<file path="src/rtl/ins_mem_ld.sv">
// ins_mem_ld: writable instruction memory for the fetch stage.
// After reset a sweep fills every entry with NOP_INS. The block then serves
// registered fetches addressed by PC (RUN) and, on request, accepts a new
// program through a valid/ready streaming port (LOAD).
module ins_mem_ld #(
  parameter int                 INS_W   = 16,
  parameter int                 ADDR_W  = 4,
  parameter logic [INS_W-1:0]   NOP_INS = 16'h0300
) (
  input  logic              CLK,
  input  logic              RST_N,
  input  logic [ADDR_W-1:0] PC,
  input  logic              FETCH,
  output logic [INS_W-1:0]  INS,
  output logic              INS_VALID,
  output logic              READY,
  input  logic              LD_START,
  input  logic              LD_VALID,
  input  logic [INS_W-1:0]  LD_DATA,
  input  logic              LD_LAST,
  output logic              LD_READY,
  output logic              LD_DONE
);

  localparam int                DEPTH     = 2 ** ADDR_W;
  localparam logic [ADDR_W-1:0] LAST_ADDR = ADDR_W'(DEPTH - 1);
  localparam logic [ADDR_W-1:0] ADDR_ONE  = ADDR_W'(1);

  typedef enum logic [1:0] {
    S_CLEAR = 2'd0,
    S_RUN   = 2'd1,
    S_LOAD  = 2'd2
  } state_t;

  state_t             state;
  state_t             state_n;

  // Shared write pointer: the clear sweep and the program load never overlap.
  logic [ADDR_W-1:0]  ptr;
  logic [ADDR_W-1:0]  ptr_n;

  logic               wr_en;
  logic [INS_W-1:0]   wr_data;
  logic               rd_en;
  logic               done_n;

  logic [INS_W-1:0]   mem [DEPTH];

  // Next-state, write-port and handshake decode for the CLEAR/RUN/LOAD sequencer.
  always_comb begin
    // NOTE: every signal driven here gets a default first, so no path through
    // the case statement can leave one unassigned and infer a latch.
    state_n  = state;
    ptr_n    = ptr;
    wr_en    = 1'b0;
    wr_data  = LD_DATA;
    rd_en    = 1'b0;
    done_n   = 1'b0;
    READY    = 1'b0;
    LD_READY = 1'b0;

    unique case (state)
      S_CLEAR: begin
        wr_en   = 1'b1;
        wr_data = NOP_INS;
        ptr_n   = ptr + ADDR_ONE;
        if (ptr == LAST_ADDR) begin
          state_n = S_RUN;
          ptr_n   = '0;
        end
      end

      S_RUN: begin
        READY = 1'b1;
        // A fetch in the same cycle as LD_START still reads the old contents.
        rd_en = FETCH;
        if (LD_START) begin
          state_n = S_LOAD;
          ptr_n   = '0;
        end
      end

      S_LOAD: begin
        LD_READY = 1'b1;
        if (LD_VALID) begin
          wr_en = 1'b1;
          ptr_n = ptr + ADDR_ONE;
          // A full-depth load ends by itself; the pointer wraps to 0.
          if (LD_LAST || (ptr == LAST_ADDR)) begin
            state_n = S_RUN;
            done_n  = 1'b1;
          end
        end
      end

      default: begin
        state_n = S_CLEAR;
        ptr_n   = '0;
      end
    endcase
  end

  // Sequencer state, pointer and one-cycle status pulses; reset restarts the sweep.
  always_ff @(posedge CLK) begin
    // NOTE: sequential state uses non-blocking assignments so every register
    // samples pre-edge values regardless of statement order.
    if (!RST_N) begin
      state     <= S_CLEAR;
      ptr       <= '0;
      INS_VALID <= 1'b0;
      LD_DONE   <= 1'b0;
    end else begin
      state     <= state_n;
      ptr       <= ptr_n;
      INS_VALID <= rd_en;
      LD_DONE   <= done_n;
    end
  end

  // Registered read port: INS updates only on an accepted fetch, else holds.
  always_ff @(posedge CLK) begin
    if (!RST_N) begin
      INS <= NOP_INS;
    end else if (rd_en) begin
      INS <= mem[PC];
    end
  end

  // Single write port shared by the clear sweep and the program load.
  always_ff @(posedge CLK) begin
    // NOTE: the array has no reset branch; the post-reset sweep initialises it,
    // which keeps it a plain register file instead of DEPTH resettable flops.
    if (wr_en && RST_N) begin
      mem[ptr] <= wr_data;
    end
  end

endmodule

</file>
<file path="config.mk">
export PLATFORM = sky130hd
export DESIGN_NAME = ins_mem_ld
export DESIGN_NICKNAME = d
export VERILOG_FILES = /design/src/rtl/ins_mem_ld.sv
export SDC_FILE = /design/constraint.sdc
export NUM_CORES = 1
export LEC_CHECK = 0
export ABC_AREA = 1
export CORE_MARGIN = 4
export CORE_UTILIZATION = 65
export CTS_BUF_LIST = sky130_fd_sc_hd__clkbuf_8
export CTS_CLUSTER_SIZE = 28
export DETAILED_ROUTE_END_ITERATION = 8
export HOLD_SLACK_MARGIN = 0.15
export PLACE_DENSITY = 0.8
export SKIP_LAST_GASP = 1
export SLEW_MARGIN = 20
export SYNTH_ARGS = -nofsm -noshare
export SYNTH_HDL_FRONTEND = slang
export SYNTH_SLANG_ARGS = --single-unit
</file>
<file path="constraint.sdc">
create_clock -name CLK -period 7.05 [get_ports CLK]
set_input_delay 2.115 -clock CLK [delete_from_list [all_inputs] [get_ports CLK]]
set_output_delay 2.115 -clock CLK [all_outputs]
set_load 0.05 [all_outputs]
</file>
==> impl_metrics.json <==
{
  "yosysWarnings": 0,
  "setup_violations": 0,
  "grt_pass1_wl_um": 43200,
  "dpl.hpwl_um": 15700,
  "die_area_um2": 20800,
  "sw_frac_of_total_pct": 24.3,
  "fp.dieH_um": 144,
  "grt_pass1_vias": 8051,
  "avgSynthCellArea_um2": 10.3,
  "critical_path_cell_count": 5,
  "rr_startpoint": "state[0]",
  "grt_antenna_before_repair": 0,
  "irDropWorstVdd_mv": 0.181,
  "setup.worst_path.start_class": "input pin",
  "mostFrequentLayoutCells": "414 x nand2_1, 256 x edfxtp_1, 170 x nand3_1",
  "drc": 0,
  "fp.dieW_um": 144,
  "netlist_area_um2": 12000,
  "clockBufferDepth": 3,
  "syn2layout_area_growth_pct": 11.2,
  "ys_seq_area_share_pct": 67.8,
  "crit_buf_inv": 2,
  "endpoint": "mem[2][14]",
  "grt_use_total_pct": 27.7,
  "tightest_slew_ps": 1120,
  "routed_wl_um": 27900,
  "synthArstFlopShare_pct": 0,
  "synthTopCellsByArea": "edfxtp_1 64%, nand2_1 13%, nand3_1 7.1%",
  "maxCapViolCount": 0,
  "place_area_um2": 12600,
  "grt_overflow": 0,
  "drive_gt1_share_pct": 8.37,
  "vias_per_cell": 5.62,
  "p_seq_share_pct": 54.8,
  "ant_nets": 0,
  "r2r-end": "mem[2][14]",
  "critPathLaunch": "RST_N",
  "post_cts_buffers": 0,
  "yosys.area.top_type": "edfxtp_1",
  "clk_pin_slew_ps": 60,
  "synth_seq_cells": 280,
  "crit_fanout": 19,
  "p_int_mw": 2.63,
  "critical_path_class": "input pin to flop",
  "period_share_pct": 64.0,
  "yosys.area.top_type_share_pct": 63.8,
  "io_buffers": 45,
  "fmax_mhz": 222,
  "path_cells": "clkdlybuf4s50_1 -> nand2_1 -> inv_2 -> nand2_2 -> nor2_2",
  "critPathSlowestCell": "clkdlybuf4s50_1",
  "p_per_area_nw_per_um2": 259,
  "layout_commonest_cell": "nand2_1",
  "synthCells": 1173,
  "cts.sinks": 280,
  "hold_viol": 0,
  "stdcell_area_um2": 13400,
  "cts_tree": "built",
  "fillers": 1235,
  "synth_edf_count": 256,
  "ys_types": 26,
  "worstPathArrival_ps": 4660,
  "initialDrtViolationCount": 888,
  "ys_dominant_reg_cell": "edfxtp_1",
  "r2r_setup_slack_ps": 4490,
  "ios": 46,
  "start_util_pct": 66.6,
  "fin_skew_ps": 18.8,
  "vias": 8339,
  "critPathRequiredTime_ps": 7200,
  "leakage_nw": 5.67,
  "switchingPower_mw": 0.843,
  "cts_resized": 0,
  "hold_class": "flop to flop",
  "insertion_delay_ps": 540,
  "gp_congestion": 0.809,
  "final.setup.tns_ps": 0,
  "grt_max_degree": 73,
  "post_drt_wl_per_cell_um": 18.8,
  "reg2regPathDepth": 9,
  "cts-htree-levels": 2,
  "cts_made_buffers": 44,
  "p_comb_share_pct": 9.0,
  "period_minus_slack_ps": 4510,
  "pwr-share-clk_pct": 36.2,
  "hold_buffers": 0,
  "cpLargestDelayFamily": "simple AND/OR/NAND/NOR gates",
  "maxSlewViolCount": 0,
  "relSlewSlack_pct": 25.3,
  "end_kind": "flop",
  "slowest_delay_ps": 1050,
  "antenna_cells": 0,
  "finalPower_mw": 3.47,
  "core-area_um2": 18100,
  "final_nets": 1256,
  "synth_fp_nets": 1203,
  "dr.pass1.iters": 5,
  "status": "finished clean",
  "clock-root-buffer": "clkbuf_8",
  "rows": 49,
  "rsz0062_at_grt": "no"
}
-- cell usage after synthesis (5+ instances only) --
cell type,n
nand2_1,414
edfxtp_1,256
a21oi_1,5
dfxtp_1,24
buf_6,7
nand2_2,5
nor2_1,41
o21a_1,14
nand3_1,170
inv_1,156
clkbuf_1,7
buf_2,18
buf_4,22
inv_2,5
-- flip-flops by register name, summed over array words and instances (netlist names) --
signal	flops
INS	16
INS_VALID	1
LD_DONE	1
mem	256
ptr	4
state	2
-- cell families (layout without fill, tap and decap cells) --
group,after synthesis,count (layout),synth area share (%)
adder cells (fa/ha/maj),4,4,0.415
buffers and inverters,219,300,8.13
XOR/XNOR,1,1,0.0727
AO/OA/AOI/OAI,29,29,1.54
flip-flops,280,280,67.8
AND/OR/NAND/NOR,640,640,22.0
-- through the flow --
stage,setup WS [ps],util (%),std cells,hold WS (ps)
after floorplan,3090,-,1173,483
after detailed placement,1940,69.7,1409,498
after global placement,2030,69.7,1409,506
final,2540,74.1,1483,515
after CTS,2520,74.0,1483,513
after global routing,2430,74.1,1483,552
-- area by class of cell --
cell class	count	area, µm²	share of cell area [%]
clock buffers	45	619	4.62
clock inverters	29	164	1.22
inverters	161	606	4.52
multi-input cells	674	2960	22.1
flip-flops and latches	280	8170	61.0
well taps	229	287	2.14
repair buffers	65	593	4.43
-- power groups by stage --
stage	Clock [mW]	Sequential [mW]	Combinational (mW)
finish	1.25	1.90	0.313
global route	1.36	1.90	0.342
CTS	1.27	1.90	0.310
detailed placement	0	1.94	0.308
global placement	0	1.93	0.300
floorplan	0	1.94	0.196
-- worst register-to-register path: stages, from the launching register on --
cell and delay, ps:
dfxtp_1 340, inv_1 180, nand2_2 110, inv_2 90
nand2_2 60, o21ai_0 80, nand2_1 190, inv_2 170
nand2_2 100, nor2_2 850
-- worst min-delay path by stage --
stage                start      to  depth (start not counted)
finish              INS[9]  INS[9]                          2
CTS                 INS[9]  INS[9]                          2
detailed placement  INS[9]  INS[9]                          2
global route        INS[9]  INS[9]                          2
floorplan           ptr[3]  ptr[3]                          2
global placement    ptr[3]  ptr[3]                          2
-- metal layers --
metal	GRT usage (%)	up-vias	routed length, µm
met4	9.08	0	692
li1	-	3912	-
met1	37.1	3888	10600
met5	0	-	0
met2	46.0	471	13700
met3	6.05	68	2980
(Power assumes the default switching activity.)
